===== config.mk =====
export PLATFORM = sky130hd
export DESIGN_NAME = dcache_port_arbiter_flat
export DESIGN_NICKNAME = d
export VERILOG_FILES = /design/src/rtl/dcache_port_arbiter_if.sv /design/src/rtl/dcache_port_arbiter.sv /design/src/flat_wrapper.sv
export SDC_FILE = /design/constraint.sdc
export NUM_CORES = 1
export LEC_CHECK = 0
export CORE_AREA = 3 3 125 127
export CTS_BUF_LIST = sky130_fd_sc_hd__clkbuf_4 sky130_fd_sc_hd__clkbuf_8 sky130_fd_sc_hd__clkbuf_16
export CTS_CLUSTER_SIZE = 14
export DETAILED_ROUTE_END_ITERATION = 12
export DIE_AREA = 0 0 128 130
export PLACE_DENSITY = 0.85
export SYNTH_ARGS = -nofsm -noshare
export SYNTH_HDL_FRONTEND = slang
export SYNTH_SLANG_ARGS = --single-unit

===== constraint.sdc =====
create_clock -name clk_i -period 1.7 [get_ports clk_i]
set_input_delay 0.255 -clock clk_i [delete_from_list [all_inputs] [get_ports clk_i]]
set_output_delay 0.255 -clock clk_i [all_outputs]
set_load 0.03 [all_outputs]

===== src/rtl/dcache_port_arbiter_if.sv =====
// dcache_port_arbiter_if: requester and D$ signals of the shared D$ port.
// slave = arbiter side, master = requesters / D$ / environment side.
interface dcache_port_arbiter_if;
    logic        s_req_i;
    logic        s_we_i;
    logic [31:0] s_addr_i;
    logic [31:0] s_wdata_i;
    logic [3:0]  s_strb_i;
    logic        s_wait_o;
    logic [31:0] s_rdata_o;

    logic        v_req_i;
    logic        v_we_i;
    logic [31:0] v_addr_i;
    logic [31:0] v_wdata_i;
    logic [3:0]  v_strb_i;
    logic        v_wait_o;
    logic [31:0] v_rdata_o;

    logic        d_req_o;
    logic        d_we_o;
    logic [31:0] d_addr_o;
    logic [31:0] d_wdata_o;
    logic [3:0]  d_strb_o;
    logic        d_wait_i;
    logic [31:0] d_rdata_i;

    logic [1:0]  owner_o;

    modport slave (
        input  s_req_i, s_we_i, s_addr_i, s_wdata_i, s_strb_i,
        output s_wait_o, s_rdata_o,
        input  v_req_i, v_we_i, v_addr_i, v_wdata_i, v_strb_i,
        output v_wait_o, v_rdata_o,
        output d_req_o, d_we_o, d_addr_o, d_wdata_o, d_strb_o,
        input  d_wait_i, d_rdata_i,
        output owner_o
    );

    modport master (
        output s_req_i, s_we_i, s_addr_i, s_wdata_i, s_strb_i,
        input  s_wait_o, s_rdata_o,
        output v_req_i, v_we_i, v_addr_i, v_wdata_i, v_strb_i,
        input  v_wait_o, v_rdata_o,
        input  d_req_o, d_we_o, d_addr_o, d_wdata_o, d_strb_o,
        output d_wait_i, d_rdata_i,
        input  owner_o
    );
endinterface


===== src/rtl/dcache_port_arbiter.sv =====
// dcache_port_arbiter: shares the D$ core port between scalar MEM and VPU LSU.
// Ports: clk_i, rst_i (sync, active-high), bus (dcache_port_arbiter_if.slave).
// Define DCACHE_ARB_RR_EN for round-robin ties instead of the starve guard.
module dcache_port_arbiter #(
    parameter int unsigned STARVE_LIMIT = 4
) (
    input  logic                        clk_i,
    input  logic                        rst_i,
    dcache_port_arbiter_if.slave        bus
);

    typedef enum logic [1:0] {
        IDLE   = 2'd0,
        BUSY_S = 2'd1,
        BUSY_V = 2'd2,
        DRAIN  = 2'd3
    } state_t;

    state_t      state_q, state_d;
    logic        we_q;
    logic [31:0] addr_q;
    logic [31:0] wdata_q;
    logic [3:0]  strb_q;
    logic        grant_s, grant_v;
    logic        arb;

`ifdef DCACHE_ARB_RR_EN
    // 1 = vector took the last grant, so scalar owns the next tie.
    logic        last_v_q;
`else
    logic [3:0]  starve_q;
`endif

    assign arb = (state_q == IDLE);

    always_comb begin
        grant_s = 1'b0;
        grant_v = 1'b0;
`ifdef DCACHE_ARB_RR_EN
        grant_v = bus.v_req_i & (~bus.s_req_i | ~last_v_q);
`else
        grant_v = bus.v_req_i &
                  (~bus.s_req_i | (starve_q == 4'(STARVE_LIMIT)));
`endif
        grant_s = bus.s_req_i & ~grant_v;
    end

    always_comb begin
        state_d       = state_q;
        bus.d_req_o   = 1'b0;
        bus.s_wait_o  = bus.s_req_i;
        bus.v_wait_o  = bus.v_req_i;
        bus.s_rdata_o = '0;
        bus.v_rdata_o = '0;
        unique case (state_q)
            IDLE: begin
                if (grant_s)      state_d = BUSY_S;
                else if (grant_v) state_d = BUSY_V;
            end
            BUSY_S: begin
                bus.d_req_o   = 1'b1;
                bus.s_wait_o  = bus.d_wait_i;
                bus.s_rdata_o = bus.d_rdata_i;
                if (!bus.d_wait_i)      state_d = IDLE;
                else if (!bus.s_req_i)  state_d = DRAIN;
            end
            BUSY_V: begin
                bus.d_req_o   = 1'b1;
                bus.v_wait_o  = bus.d_wait_i;
                bus.v_rdata_o = bus.d_rdata_i;
                if (!bus.d_wait_i)      state_d = IDLE;
                else if (!bus.v_req_i)  state_d = DRAIN;
            end
            DRAIN: begin
                // Flushed owner: finish the D$ access, discard its data.
                bus.d_req_o = 1'b1;
                if (!bus.d_wait_i) state_d = IDLE;
            end
            default: state_d = IDLE;
        endcase
    end

    // Payload comes only from the latched copy, never from live inputs.
    assign bus.d_we_o    = we_q;
    assign bus.d_addr_o  = addr_q;
    assign bus.d_wdata_o = wdata_q;
    assign bus.d_strb_o  = strb_q;
    assign bus.owner_o   = state_q;

    always_ff @(posedge clk_i) begin
        if (rst_i) begin
            state_q <= IDLE;
            we_q    <= 1'b0;
            addr_q  <= '0;
            wdata_q <= '0;
            strb_q  <= '0;
        end else begin
            state_q <= state_d;
            if (arb && grant_s) begin
                we_q    <= bus.s_we_i;
                addr_q  <= bus.s_addr_i;
                wdata_q <= bus.s_wdata_i;
                strb_q  <= bus.s_strb_i;
            end else if (arb && grant_v) begin
                we_q    <= bus.v_we_i;
                addr_q  <= bus.v_addr_i;
                wdata_q <= bus.v_wdata_i;
                strb_q  <= bus.v_strb_i;
            end
        end
    end

`ifdef DCACHE_ARB_RR_EN
    always_ff @(posedge clk_i) begin
        if (rst_i)                    last_v_q <= 1'b1;
        else if (arb && grant_v)      last_v_q <= 1'b1;
        else if (arb && grant_s)      last_v_q <= 1'b0;
    end
`else
    // Counts ties lost by vector; single-requester scalar grants leave it.
    always_ff @(posedge clk_i) begin
        if (rst_i)
            starve_q <= '0;
        else if (arb && grant_v)
            starve_q <= '0;
        else if (arb && grant_s && bus.v_req_i &&
                 starve_q != 4'(STARVE_LIMIT))
            starve_q <= starve_q + 4'd1;
    end
`endif

endmodule

===== src/flat_wrapper.sv =====
// flat-port wrapper written by rule: the top's interface ports become plain ports
module dcache_port_arbiter_flat 
#(
    parameter int unsigned STARVE_LIMIT = 4
)
  (clk_i, rst_i, bus_s_req_i, bus_s_we_i, bus_s_addr_i, bus_s_wdata_i, bus_s_strb_i, bus_s_wait_o, bus_s_rdata_o, bus_v_req_i, bus_v_we_i, bus_v_addr_i, bus_v_wdata_i, bus_v_strb_i, bus_v_wait_o, bus_v_rdata_o, bus_d_req_o, bus_d_we_o, bus_d_addr_o, bus_d_wdata_o, bus_d_strb_o, bus_d_wait_i, bus_d_rdata_i, bus_owner_o);
  dcache_port_arbiter_if bus_i ();
  input  logic clk_i;
  input  logic rst_i;
  input wire logic [$bits(bus_i.s_req_i)-1:0] bus_s_req_i;
  input wire logic [$bits(bus_i.s_we_i)-1:0] bus_s_we_i;
  input wire logic [$bits(bus_i.s_addr_i)-1:0] bus_s_addr_i;
  input wire logic [$bits(bus_i.s_wdata_i)-1:0] bus_s_wdata_i;
  input wire logic [$bits(bus_i.s_strb_i)-1:0] bus_s_strb_i;
  output wire logic [$bits(bus_i.s_wait_o)-1:0] bus_s_wait_o;
  output wire logic [$bits(bus_i.s_rdata_o)-1:0] bus_s_rdata_o;
  input wire logic [$bits(bus_i.v_req_i)-1:0] bus_v_req_i;
  input wire logic [$bits(bus_i.v_we_i)-1:0] bus_v_we_i;
  input wire logic [$bits(bus_i.v_addr_i)-1:0] bus_v_addr_i;
  input wire logic [$bits(bus_i.v_wdata_i)-1:0] bus_v_wdata_i;
  input wire logic [$bits(bus_i.v_strb_i)-1:0] bus_v_strb_i;
  output wire logic [$bits(bus_i.v_wait_o)-1:0] bus_v_wait_o;
  output wire logic [$bits(bus_i.v_rdata_o)-1:0] bus_v_rdata_o;
  output wire logic [$bits(bus_i.d_req_o)-1:0] bus_d_req_o;
  output wire logic [$bits(bus_i.d_we_o)-1:0] bus_d_we_o;
  output wire logic [$bits(bus_i.d_addr_o)-1:0] bus_d_addr_o;
  output wire logic [$bits(bus_i.d_wdata_o)-1:0] bus_d_wdata_o;
  output wire logic [$bits(bus_i.d_strb_o)-1:0] bus_d_strb_o;
  input wire logic [$bits(bus_i.d_wait_i)-1:0] bus_d_wait_i;
  input wire logic [$bits(bus_i.d_rdata_i)-1:0] bus_d_rdata_i;
  output wire logic [$bits(bus_i.owner_o)-1:0] bus_owner_o;
  assign bus_i.s_req_i = bus_s_req_i;
  assign bus_i.s_we_i = bus_s_we_i;
  assign bus_i.s_addr_i = bus_s_addr_i;
  assign bus_i.s_wdata_i = bus_s_wdata_i;
  assign bus_i.s_strb_i = bus_s_strb_i;
  assign bus_s_wait_o = bus_i.s_wait_o;
  assign bus_s_rdata_o = bus_i.s_rdata_o;
  assign bus_i.v_req_i = bus_v_req_i;
  assign bus_i.v_we_i = bus_v_we_i;
  assign bus_i.v_addr_i = bus_v_addr_i;
  assign bus_i.v_wdata_i = bus_v_wdata_i;
  assign bus_i.v_strb_i = bus_v_strb_i;
  assign bus_v_wait_o = bus_i.v_wait_o;
  assign bus_v_rdata_o = bus_i.v_rdata_o;
  assign bus_d_req_o = bus_i.d_req_o;
  assign bus_d_we_o = bus_i.d_we_o;
  assign bus_d_addr_o = bus_i.d_addr_o;
  assign bus_d_wdata_o = bus_i.d_wdata_o;
  assign bus_d_strb_o = bus_i.d_strb_o;
  assign bus_i.d_wait_i = bus_d_wait_i;
  assign bus_i.d_rdata_i = bus_d_rdata_i;
  assign bus_owner_o = bus_i.owner_o;
  dcache_port_arbiter #(.STARVE_LIMIT(STARVE_LIMIT)) u_core (.clk_i(clk_i), .rst_i(rst_i), .bus(bus_i));
endmodule

==> results.md <==
* Power density over the cells at 1260 nW/um^2
* Largest cells by area after synthesis: dfxtp_1 (31%), mux2i_1 (14%), a32oi_1 (12%), a211oi_1 (9.3%), and2_1 (8.3%)
* Die Ht at 130 um
* Actual slew at the worst max-slew pin at 0.451 ns
* Area leader, netlist: dfxtp_1
* Total die area at 16,600 sq um
* #FFs+latches synth at 75
* Vias in the first global route at 5,683
* Critical Path Fanout Max at 6
* Final hold slack at 0.272 ns
* Core ar. at 14,500 sq um
* CTS Hold Bufs at 0
* Worst VDD drop at 608 uV
* Outcome: complete, but fails checks
* Nets@finish at 1,015
* Hold/Removal Path Class: in2reg
* Antenna Nets Post-Route at 0
* # clock sinks at 75
* Share of layout cells above drive strength 1 at 26.1%
* Drt pass-1 iters at 5
* Largest net degree at the start of global routing at 73
* Clock-pin slew on the worst setup and hold paths at 0.06 ns
* P_leak at 3.72 nW
* Synth unique cells at 35
* Top Family by Delay on Critical Path: buffers and inverters
* Vias/cell at 5.78
* DP HPWL at 14,400 um
* Post-Syn Area at 4910 sq um
* Total Power at 11.6 mW
* Starting Density at 33.8%
* Final Wtd Congestion at 0.882
* Critical path type: reg2out
* Clock Latency Late Sink at 0.34 ns
* Clock Skew at 0.0122 ns
* Finished Cell Area at 9260 sq um
* First-pass GRT wire length at 31,300 um
* Startpoint Class: flop
* Failing checks: setup timing
* Slew headroom at 69.9%
* TritonCTS Buffers at 9
* Routed wire length at 22,400 um
* Root Buffer: clkbuf_16
* Synth warn at 0
* Crit path DAT at 1.52 ns
* Unrepaired setup endpoints after global routing: true
* Syn_area_per_cell at 9.14 sq um
* Layout fillers at 1,149
* Final hold vios at 0
* Avg WL per Cell at 21.8 um
* Cell count after synthesis at 537
* Worst path bufs/invs at 4
* Max stage delay on crit path at 0.35 ns
* Setup-failing EPs final at 62
* CP Cell Sequence: inv_4 > buf_6 > ha_4 > clkbuf_16 > and2_4 > buf_6
* # rows at 44
* Grt ovf at 0
* Final core occ at 63.7%
* # Max-Cap Violations at 0
* Slowest stage cell, crit path: dfxtp_4
* Period utilization at 104%
* Placed cell area at 8240 sq um
* Initial drt markers at 401
* Worst EP required at 1.44 ns
* CP most frequent cell: buf_6
* Max frequency at 563 MHz
* IO Port Bufs at 312
* Area Overhead vs Synth at 88.7%
* Syn_nets at 719
* Total GRT Usage at 23.6%
* Antenna violations before repair at 3
* Register area share after synthesis at 30.6%
* Share of the synthesized area in the top cell type at 30.6%
* Drt drc at 0
* Ports at 313
* Fin. max-slew vios at 0
* Fin crit period at 1.78 ns
* Post-route worst setup slack at -0.0759 ns
* CTS tree: built
* Chip Width at 128 um
* H-Tree Level Count at 3
* Via Count at 5,919
* CP Capture Type: primary output
* CTS Buffer Depth at 2
-- layout by cell type, fill, tap and decap left out, drive strengths merged, types with 2 or more instances in the layout --
| cell | count |
|---|---|
| o21ai | 3 |
| diode | 2 |
| buf | 106 |
| inv | 8 |
| a21oi | 4 |
| nor3 | 69 |
| a211oi | 69 |
| nand4b | 3 |
| ha | 7 |
| clkinv | 3 |
| a32oi | 69 |
| nand2 | 6 |
| and2 | 67 |
| dfxtp | 75 |
| dlymetal6s2s | 15 |
| nand3 | 4 |
| nand4 | 2 |
| clkdlybuf4s50 | 225 |
| dlygate4sd2 | 3 |
| clkbuf | 16 |
| mux2i | 69 |
| a221oi | 2 |
| or3b | 2 |
| nand3b | 2 |
-- cell type report --
| class | instances | area, sq um | share of cell area, % |
|---|---|---|---|
| repair buffers | 355 | 3990 | 43.1 |
| multi-input cells | 385 | 3180 | 34.4 |
| flip-flops and latches | 75 | 1510 | 16.3 |
| clock buffers | 10 | 239 | 2.58 |
| well taps | 184 | 230 | 2.49 |
| clock inverters | 6 | 72.6 | 0.783 |
| inverters | 7 | 31.3 | 0.338 |
| diodes | 2 | 5.00 | 0.0540 |
-- report_power, final --
group	internal (mW)	leakage (nW)	switching, mW	total (mW)
Combinational	3.46	2.95	3.59	7.05
Clock	1.19	0.149	0.815	2.01
Sequential	2.22	0.625	0.373	2.59
Total	6.87	3.72	4.78	11.6
-- through the flow --
| stage | std cells | setup TNS, ns | worst slack [ns] |
|---|---|---|---|
| after floorplan | 537 | 0 | 0.0439 |
| after global placement | 993 | -2.67 | -0.0683 |
| after detailed placement | 993 | -4.03 | -0.161 |
| after CTS | 1013 | -0.392 | -0.0350 |
| after global routing | 1023 | -5.80 | -0.119 |
| final | 1024 | -2.45 | -0.0759 |
-- worst min-delay path: stages --
cell and delay (ns):
buf_2 0.12, or4_1 0.11, o21ai_0 0.07
-- path summary, 6_finish.rpt --
| path | start | endpoint | slack [ns] | cells after the start |
|---|---|---|---|---|
| hold / removal | rst_i | u_core.starve_q[3]$_SDFFE_PP0P_ | 0.27 | 3 |
| setup / recovery | u_core.bus.owner_o[1]$_SDFFE_PP0P_ | bus_s_rdata_o[7] | -0.08 | 6 |
| hold reg to reg | u_core.starve_q[3]$_SDFFE_PP0P_ | u_core.starve_q[3]$_SDFFE_PP0P_ | 0.52 | 2 |
| setup reg to reg | u_core.starve_q[0]$_SDFFE_PP0P_ | u_core.bus.d_we_o$_SDFFE_PP0P_ | 0.05 | 7 |
-- synth_stat cells --
library cell and instances:
mux2i_1 69, buf_12 7, nand2b_1 1, o21ai_0 2, or3b_2 1, nor3_1 69, or4_1 1, a21oi_1 4
a31oi_1 1, nand4_1 2, a32oi_1 69, buf_4 3, nand3b_1 2, inv_1 7, nand4b_1 3, a211oi_1 61
a221oi_2 1, and4b_1 1, a211oi_2 8, nand2_1 6, buf_6 2, mux2_2 1, and2_4 1, buf_2 32
o2111a_1 1, nand3_1 4, buf_1 1, or3b_1 1, and2_1 65, clkbuf_1 26, a221oi_1 1, ha_1 7
o21ai_1 1, dfxtp_1 75, o211ai_1 1
-- flip-flops by register name (all words and copies together) (netlist names) --
register,cells
u_core.bus.d_addr_o,32
u_core.bus.d_strb_o,4
u_core.bus.owner_o,2
u_core.bus.d_wdata_o,32
u_core.starve_q,4
u_core.bus.d_we_o,1
-- kinds of logic (layout without fill, tap and decap cells) --
| kind of cell | Yosys count | after routing | share of synthesized area, % |
|---|---|---|---|
| multiplexers | 70 | 70 | 14.3 |
| AO/OA/AOI/OAI | 150 | 150 | 25.4 |
| buffers and inverters | 78 | 378 | 9.64 |
| adder cells (fa/ha/maj) | 7 | 7 | 1.78 |
| AND/OR/NAND/NOR | 157 | 158 | 18.3 |
| flip-flops | 75 | 75 | 30.6 |
| other | 0 | 2 | 0 |
-- per-layer routing --
layer  wire length [um]  up-vias  GRT usage (%)  share of wire [%]
met3               1950       44           7.25                8.7
met4                805        2           9.36                3.6
li1                   -     2696              -                  -
met2              11300      307           40.7                 51
met5                 17        -              0              0.076
met1               8270     2870           27.3                 37
-- what timing repair did --
action | in CTS | in global routing
endpoints found under the hold margin | 0 | 0
cloned | 2 | 7
pin swaps | 18 | 2
resized for setup | 114 | 54
setup buffers | 2 | 2
setup endpoints to repair | 78 | 116
Note: power is estimated with default switching activity, not from simulation.
